--- config.mk ---
export PLATFORM = sky130hd
export DESIGN_NAME = cacheline_arbiter
export DESIGN_NICKNAME = d
export VERILOG_FILES = /design/src/rtl/cacheline_arbiter.sv
export SDC_FILE = /design/constraint.sdc
export NUM_CORES = 1
export LEC_CHECK = 0
export ABC_AREA = 1
export CORE_AREA = 2 2 641 643
export CTS_BUF_LIST = sky130_fd_sc_hd__clkbuf_8
export CTS_CLUSTER_SIZE = 8
export DETAILED_ROUTE_END_ITERATION = 16
export DIE_AREA = 0 0 643 645
export SYNTH_ARGS = -nofsm -noshare
export SYNTH_HDL_FRONTEND = slang
export SYNTH_SLANG_ARGS = --single-unit
--- constraint.sdc ---
create_clock -name clk -period 2.8 [get_ports clk]
set_input_delay 0.56 -clock clk [delete_from_list [all_inputs] [get_ports clk]]
set_output_delay 0.56 -clock clk [all_outputs]
set_load 0.005 [all_outputs]
--- src/rtl/cacheline_arbiter.sv ---
// cacheline_arbiter
//
// Shares the single cacheline adaptor / physical memory path between the
// instruction cache (port I) and the data cache (port D). One requester owns
// the adaptor at a time; simultaneous requests are broken round-robin. A
// granted transaction always runs to the adaptor's m_resp, and every
// transaction is followed by a one-cycle release gap so the adaptor can settle
// back to idle before the next grant.
//
// Ports:
//   clk, rst                 clock, asynchronous active-high reset
//   i_address/i_read/i_write/i_wdata   I-cache line request (level)
//   i_rdata/i_resp           read line and one-cycle completion to I-cache
//   d_address/d_read/d_write/d_wdata   D-cache line request (level)
//   d_rdata/d_resp           read line and one-cycle completion to D-cache
//   m_address/m_read/m_write/m_wdata   request to the cacheline adaptor
//   m_rdata/m_resp           read line and completion from the adaptor
//
// The downstream request and the response pulses are combinational functions
// of the registered grant state, so they are zero exactly when the arbiter is
// idle, releasing or held in reset.

module cacheline_arbiter #(
   parameter int unsigned ADDR_W = 32,
   parameter int unsigned LINE_W = 256
) (
   input  logic              clk,
   input  logic              rst,

   input  logic [ADDR_W-1:0] i_address,
   input  logic              i_read,
   input  logic              i_write,
   input  logic [LINE_W-1:0] i_wdata,
   output logic [LINE_W-1:0] i_rdata,
   output logic              i_resp,

   input  logic [ADDR_W-1:0] d_address,
   input  logic              d_read,
   input  logic              d_write,
   input  logic [LINE_W-1:0] d_wdata,
   output logic [LINE_W-1:0] d_rdata,
   output logic              d_resp,

   output logic [ADDR_W-1:0] m_address,
   output logic              m_read,
   output logic              m_write,
   output logic [LINE_W-1:0] m_wdata,
   input  logic [LINE_W-1:0] m_rdata,
   input  logic              m_resp
);

   typedef enum logic [1:0] {
      StIdle,
      StGrantI,
      StGrantD,
      StRelease
   } state_e;

   typedef enum logic {
      PortI,
      PortD
   } port_e;

   state_e state_q, state_d;
   port_e  last_grant_q, last_grant_d;

   logic req_i;
   logic req_d;

   assign req_i = i_read | i_write;
   assign req_d = d_read | d_write;

   // ------------------------------------------------------------------------
   // Next-state: arbitration in idle, hold the grant until the adaptor
   // completes, then one release cycle.
   // ------------------------------------------------------------------------
   always_comb begin
      state_d      = state_q;
      last_grant_d = last_grant_q;

      unique case (state_q)
         StIdle: begin
            if (req_i && req_d) begin
               // Tie: the port that did not win last time goes next.
               if (last_grant_q == PortI) begin
                  state_d      = StGrantD;
                  last_grant_d = PortD;
               end else begin
                  state_d      = StGrantI;
                  last_grant_d = PortI;
               end
            end else if (req_d) begin
               state_d      = StGrantD;
               last_grant_d = PortD;
            end else if (req_i) begin
               state_d      = StGrantI;
               last_grant_d = PortI;
            end
         end

         // The owner may withdraw its request early, but the adaptor has
         // already committed, so only m_resp ends the grant.
         StGrantI: begin
            if (m_resp) begin
               state_d = StRelease;
            end
         end

         StGrantD: begin
            if (m_resp) begin
               state_d = StRelease;
            end
         end

         StRelease: begin
            state_d = StIdle;
         end

         default: begin
            state_d = StIdle;
         end
      endcase
   end

   always_ff @(posedge clk or posedge rst) begin
      if (rst) begin
         state_q      <= StIdle;
         last_grant_q <= PortI;
      end else begin
         state_q      <= state_d;
         last_grant_q <= last_grant_d;
      end
   end

   // ------------------------------------------------------------------------
   // Datapath: route the owner's live request down and the adaptor's
   // completion back to the owner only.
   // ------------------------------------------------------------------------
   always_comb begin
      m_address = '0;
      m_read    = 1'b0;
      m_write   = 1'b0;
      m_wdata   = '0;
      i_resp    = 1'b0;
      d_resp    = 1'b0;

      unique case (state_q)
         StGrantI: begin
            m_address = i_address;
            m_read    = i_read;
            m_write   = i_write;
            m_wdata   = i_wdata;
            i_resp    = m_resp;
         end

         StGrantD: begin
            m_address = d_address;
            m_read    = d_read;
            m_write   = d_write;
            m_wdata   = d_wdata;
            d_resp    = m_resp;
         end

         default: begin
         end
      endcase
   end

   // Read data is broadcast; each cache qualifies it with its own resp.
   assign i_rdata = m_rdata;
   assign d_rdata = m_rdata;

endmodule

==> impl_metrics.csv, run 1 <==
group,metric,value,unit
final_layout,seqCellArea,75.1,µm²
critical_path,rr_startpoint,"state_q[1]",
final_layout,final_cells,7409,
logic_synthesis,synthMuxAreaShare,0,%
logic_synthesis,synthAdderAreaFrac,0.569,%
logic_synthesis,synth-seq-area-share,0.853,%
route,vias_after_detailed_routing,14900,
critical_path,ff2ff_path_depth,9,
global_route,track_usage,17.7,%
power_and_ir_drop,cellPowerDensity,952,nW/µm²
place,portBuffers,874,
clock_network,clockRootBuffer,"clkbuf_8",
logic_synthesis,synth-seq-cells,3,
floorplanning,row_count,235,
critical_path,critical_path_required,2240,ps
critical_path,critical_path_peak_fanout,40,
place,dpl_worst_slack,-49.7,ps
logic_synthesis,post_synth_instance_area,8800,µm²
route,wire_per_inst,51.7,µm
sta,worst_slack,-98.0,ps
final_layout,finalInstanceArea,23100,µm²
sta,final-setup-viol-count,8,
global_route,first_pass_grt_wire_length,410000,µm
sta,totalNegativeSetupSlack,-300,ps
final_layout,area_taken_by_multi_input_logic_gates,4490,µm²
sta,tightest_slew,648,ps
job,drv_cap,0,
critical_path,timing.critical_path.to_type,"output port",
critical_path,regToRegSetupSlack,930,ps
status,violations,"negative setup slack",
place,placedCellCount,7288,
route,detail-route-antenna-nets,0,
critical_path,cp.depth,7,
critical_path,cp.arrival,2340,ps
clock_network,cts_tree,"built",
route,detail_route.iter0.violations,1357,
floorplanning,floorplan.initialDensity,2.16,%
clock_network,htree_levels,1,
logic_synthesis,yosys_warnings,0,
place,place.gp.congestion,1.28,
final_layout,final_common_cell,"clkdlybuf4s50_1",
global_route,grt.overflow.total,0,
floorplanning,die_ar,415000,µm²
critical_path,cpPeakStageDelay,520,ps
route,vias_per_cell,2.01,
final_layout,fillers,48500,
place,dpl-instance-area,22100,µm²
logic_synthesis,dominant_combinational_cell_family_by_area_after_synthesis,"buffers and inverters",
final_layout,syn_to_final_growth,163,%
critical_path,regToRegEndpoint,"state_q[0]",
sta,grt_setup_unrepaired,"true",
clock_network,clk-insertion-delay-late,230,ps
floorplanning,floorplan.die.width,643,µm
critical_path,critical-path-slowest-cell,"clkdlybuf4s50_1",
logic_synthesis,postSynthNetCount,2358,
final_layout,final_layout_size_suffix_gt1_share,24.2,%
route,dr.pass1.iters,6,
logic_synthesis,post_synth_xor_area_fraction,0,%
floorplanning,boundaryPins,1643,
sta,finalCriticalPeriod,2900,ps
sta,final_slew_viol_count,0,
logic_synthesis,synthSimpleGateAreaFrac,25.7,%
logic_synthesis,synth-compound-area-share,20.9,%
final_layout,nNetsFinal,2700,
status,status,"complete, but fails checks",
clock_network,hold_buffers,0,
logic_synthesis,syn_avg_cell_area,5.81,µm²
clock_network,cts_num_sinks,3,
clock_network,clk_pin_slew_worst_paths,30,ps
logic_synthesis,yosys.cell_types.count,15,
global_route,grt_start_max_net_pins,54,
logic_synthesis,synth_top_area_share,44.8,%
sta,clock.fmax,0.345,GHz
logic_synthesis,synth.area.top_cells,"buf_4 (45%), nand2_1 (25%), a21oi_1 (11%)",
global_route,number_of_antenna_violations_at_the_first_check_in_global_routing,332,
sta,hold_viol,0,
logic_synthesis,netlist.top_cell.by_area,"buf_4",
route,finalWirelength,383000,µm
power_and_ir_drop,leakage_dissipation,6.72,nW
power_and_ir_drop,worst_ir_drop_vdd,1.04,mV
final_layout,most_used_cells_in_the_layout_excluding_fill_and_tap_cells,"clkdlybuf4s50_1 (605), nand2_1 (561), buf_12 (182)",
clock_network,numCtsBuffers,3,
floorplanning,die-height,645,µm
critical_path,crit_chain,"inv_1 > buf_4 > ha_4 > buf_16 > nand2_1 > a21oi_1 > clkdlybuf4s50_1",
sta,skew,3.09,ps
critical_path,worst-setup-path-type,"flop to output port",
place,final_hpwl_dp,368000,µm
route,drc,0,
clock_network,clk_path_buf_depth,2,
critical_path,path_buf_inv,4,
global_route,grt_pass1_vias,12400,
power_and_ir_drop,post-layout-total-power,22.0,mW
logic_synthesis,postSynthCellCount,1515,
worst_hold_path,worstHoldPathType,"input pin to asynchronous set/reset pin",
floorplanning,placeableCoreArea,408000,µm²
sta,slew_headroom,56.7,%
critical_path,crit_path_start_kind,"flop",
sta,period_utilization,104,%
critical_path,crit_family,"buffers and inverters",
## worst max-delay path by stage
| stage | end | slack [ps] | from |
|---|---|---|---|
| final | m_address[21] | -100 | state_q[0] |
| after global routing | m_address[21] | -60 | state_q[0] |
| after CTS | m_wdata[89] | -40 | state_q[1] |
| after detailed placement | m_wdata[99] | -50 | state_q[1] |
| after global placement | m_wdata[99] | -10 | state_q[1] |
| after floorplan | m_address[0] | 980 | state_q[0] |
## cells by family after synthesis
group,Yosys count
adders and majority gates,4
DFF,3
and+or+nand+nor,601
buffers and inverters,615
AOI/OAI and AO/OA,292
## cells in the mapped netlist
| library cell | count |
|---|---|
| a21oi_1 | 190 |
| a21oi_2 | 100 |
| buf_2 | 49 |
| buf_4 | 525 |
| buf_6 | 31 |
| clkbuf_1 | 3 |
| dfrtp_1 | 3 |
| ha_1 | 4 |
| inv_1 | 6 |
| inv_2 | 1 |
| nand2_1 | 594 |
| nand3_1 | 2 |
| nor2_1 | 4 |
| o21ai_0 | 2 |
| or2_2 | 1 |
## metrics by stage
stage	hold WS (ps)	utilization, %
global placement	465	5.42
finish	516	5.66
detailed placement	503	5.42
floorplan	314	-
global route	526	5.65
CTS	514	5.48
## cell type report
type | count | share of cell area [%]
Clock buffer | 3 | 0.179
Clock inverter | 1 | 0.0162
Tap cell | 5451 | 29.5
Multi-Input combinational cell | 897 | 19.5
Timing Repair Buffer | 945 | 49.3
Antenna cell | 102 | 1.10
Inverter | 7 | 0.146
Sequential cell | 3 | 0.325
## power by group
group          switching (mW)  internal (mW)
registers              0.0135         0.0684
logic                    12.8           8.98
clock network          0.0315         0.0934
total                    12.8           9.15
## flip-flops by register name, indices dropped and copies added, names as in the netlist
name,flops
state_q,2
last_grant_q,1
## per-layer routing
metal	up-vias	share of wire, %	track usage, %
li1	5040	-	-
met1	6117	21	10.9
met2	2656	44	27.8
met3	881	30	25.2
met4	180	3.2	5.09
met5	-	0.72	2.42
## what timing repair did
action / CTS / global route
setup endpoints to repair: 94 / 122
resized for setup: 94 / 86
pin swaps: 2 / 6
setup buffers: 3 / 6
cloned: 1 / 5
hold endpoints to repair: 0 / 0
Power figures use the tool's default switching activity.
==> run 2: changes to the inputs <==
--- a/config.mk
+++ b/config.mk
@@ -6,11 +6,12 @@
 export NUM_CORES = 1
 export LEC_CHECK = 0
 export ABC_AREA = 1
-export CORE_AREA = 2 2 641 643
+export ABC_CLOCK_PERIOD_IN_PS = 2800
+export CORE_AREA = 10 10 631 633
 export CTS_BUF_LIST = sky130_fd_sc_hd__clkbuf_8
 export CTS_CLUSTER_SIZE = 8
 export DETAILED_ROUTE_END_ITERATION = 16
-export DIE_AREA = 0 0 643 645
+export DIE_AREA = 0 0 641 643
 export SYNTH_ARGS = -nofsm -noshare
 export SYNTH_HDL_FRONTEND = slang
 export SYNTH_SLANG_ARGS = --single-unit
==> constraint.sdc (replaced) <==
create_clock -name clk -period 2.8 [get_ports clk]
set_input_delay 0.56 -clock clk [delete_from_list [all_inputs] [get_ports clk]]
set_output_delay 0.56 -clock clk [all_outputs]
set_load 0.1 [all_outputs]
==> impl_metrics.csv, run 2 (synthesized netlist as in run 1, its figures left out) <==
group,metric,value,unit
global_route,first_pass_grt_wire_length,404000,µm
global_route,number_of_antenna_violations_at_the_first_check_in_global_routing,328,
floorplanning,die-height,643,µm
power_and_ir_drop,post-layout-total-power,40.2,mW
sta,finalCriticalPeriod,2830,ps
sta,final_slew_viol_count,0,
clock_network,htree_levels,1,
clock_network,clockRootBuffer,"clkbuf_8",
final_layout,finalInstanceArea,24000,µm²
route,wire_per_inst,54.0,µm
sta,grt_setup_unrepaired,"true",
sta,period_utilization,101,%
final_layout,final_cells,6950,
route,drc,0,
final_layout,most_used_cells_in_the_layout_excluding_fill_and_tap_cells,"clkdlybuf4s50_1 (582), nand2_1 (535), buf_12 (314)",
global_route,grt.overflow.total,0,
place,dpl_worst_slack,82.4,ps
place,final_hpwl_dp,364000,µm
floorplanning,die_ar,412000,µm²
sta,slew_headroom,70.6,%
floorplanning,boundaryPins,1643,
place,place.gp.congestion,0.984,
critical_path,critical_path_peak_fanout,37,
critical_path,path_buf_inv,4,
critical_path,timing.critical_path.to_type,"output port",
clock_network,cts_tree,"built",
sta,skew,2.67,ps
final_layout,final_util,6.24,%
status,status,"complete, but fails checks",
final_layout,nNetsFinal,2684,
power_and_ir_drop,cellPowerDensity,1670,nW/µm²
sta,worst_slack,-33.3,ps
floorplanning,row_count,228,
clock_network,clk-insertion-delay-late,220,ps
clock_network,clk_path_buf_depth,2,
critical_path,crit_path_start_kind,"flop",
critical_path,crit_family,"buffers and inverters",
final_layout,final_common_cell,"clkdlybuf4s50_1",
clock_network,clk_pin_slew_worst_paths,30,ps
route,detail_route_met3_wl,107000,µm
place,dpl-instance-area,23100,µm²
place,portBuffers,874,
route,route.top_layer_used,"met5",
sta,hold_viol,0,
clock_network,hold_buffers,0,
final_layout,largest_register_ffs,2,
global_route,grt_pass1_vias,12300,
route,detail_route.iter0.violations,1142,
final_layout,top_register,"state_q",
final_layout,largest_registers,"state_q: 2 flops, last_grant_q: 1 flops",
route,m1WireLength,91700,µm
power_and_ir_drop,worst_ir_drop_vdd,1.14,mV
route,routed-wl-met2,167000,µm
floorplanning,placeableCoreArea,385000,µm²
route,detail-route-antenna-nets,0,
sta,final-setup-viol-count,4,
final_layout,area_taken_by_multi_input_logic_gates,4830,µm²
critical_path,cpPeakStageDelay,420,ps
status,violations,"negative setup slack",
final_layout,final_layout_size_suffix_gt1_share,34.7,%
critical_path,cp.arrival,2270,ps
job,drv_cap,0,
global_route,grt_start_max_net_pins,65,
worst_hold_path,worstHoldPathType,"flop to flop",
critical_path,critical-path-top-cell-by-count,"buf_12",
clock_network,numCtsBuffers,3,
route,vias_per_cell,1.99,
power_and_ir_drop,leakage_dissipation,6.51,nW
sta,tightest_slew,440,ps
place,placedCellCount,6885,
clock_network,cts_num_sinks,3,
final_layout,fillers,45100,
final_layout,seqCellArea,75.1,µm²
critical_path,critical-path-slowest-cell,"dfrtp_1",
route,dr.pass1.iters,5,
floorplanning,floorplan.die.width,641,µm
route,vias_after_detailed_routing,13800,
critical_path,crit_chain,"inv_1 > ha_4 > buf_12 > buf_16 > nand2_1 > a21oi_2 > buf_12",
global_route,track_usage,17.3,%
sta,clock.fmax,0.353,GHz
critical_path,critical_path_required,2240,ps
final_layout,syn_to_final_growth,173,%
floorplanning,floorplan.initialDensity,2.29,%
route,finalWirelength,375000,µm
critical_path,worst-setup-path-type,"flop to output port",
## run 2: cell types whose count changed in the layout (fill, tap and decap cells not counted), moves of 23 or more
cell,before,now
buf_12,182,314
diode_2,102,50
a21oi_1,144,65
clkdlybuf4s50_1,605,582
a21oi_2,141,220
dlygate4sd2_1,46,0
buf_4,64,21
nand2_2,29,59
dlymetal6s2s_1,30,0
nand2_1,561,535
## run 2: tightest hold or removal path, cell delays in order (launching register included)
cell	delay, ps
dfrtp_1	340
nand2_1	60
o21ai_0	70
## run 2: final cells by class
class | count | share of cell area, %
repair buffers | 929 | 52.3
well taps | 5060 | 26.4
multi-input cells | 897 | 20.1
diodes | 50 | 0.521
flip-flops and latches | 3 | 0.313
clock buffers | 3 | 0.172
inverters | 7 | 0.141
clock inverters | 1 | 0.0156
## run 2: timing repair
action / CTS / global route
gates resized for setup: 63 / 85
buffers inserted: 6 / 2
setup endpoints to repair: 47 / 123
pin swaps: 4 / 8
gates cloned: 1 / 2
## run 2: power breakdown
| group | leakage, nW | total, mW | internal, mW | switching (mW) |
|---|---|---|---|---|
| registers | 0.0358 | 0.0924 | 0.0683 | 0.0241 |
| clock network | 0.0272 | 0.127 | 0.0937 | 0.0330 |
| logic | 6.45 | 40.0 | 11.4 | 28.6 |
## run 2: final timing paths
path / from / cells after the start / slack [ps] / to
max in group asynchronous: rst / 2 / 2100 / state_q[0]
worst min register to register: last_grant_q / 2 / 510 / last_grant_q
worst max-delay path: state_q[0] / 7 / -30 / m_wdata[254]
min in group asynchronous: rst / 2 / 560 / last_grant_q
worst max register to register: state_q[0] / 9 / 780 / state_q[0]
worst min-delay path: last_grant_q / 2 / 510 / last_grant_q
## run 2: through the flow
| stage | setup TNS, ps | hold slack, ps |
|---|---|---|
| after floorplan | -41530 | 314 |
| after global placement | 0 | 462 |
| after detailed placement | 0 | 505 |
| after CTS | -180 | 512 |
| after global routing | -580 | 529 |
| final | -69.9 | 514 |
## run 2: layer usage
layer	track usage, %	vias up
li1	-	4959
met2	27.9	2284
met3	23.3	692
met4	1.99	163
met1	12.3	5731
met5	2.12	-
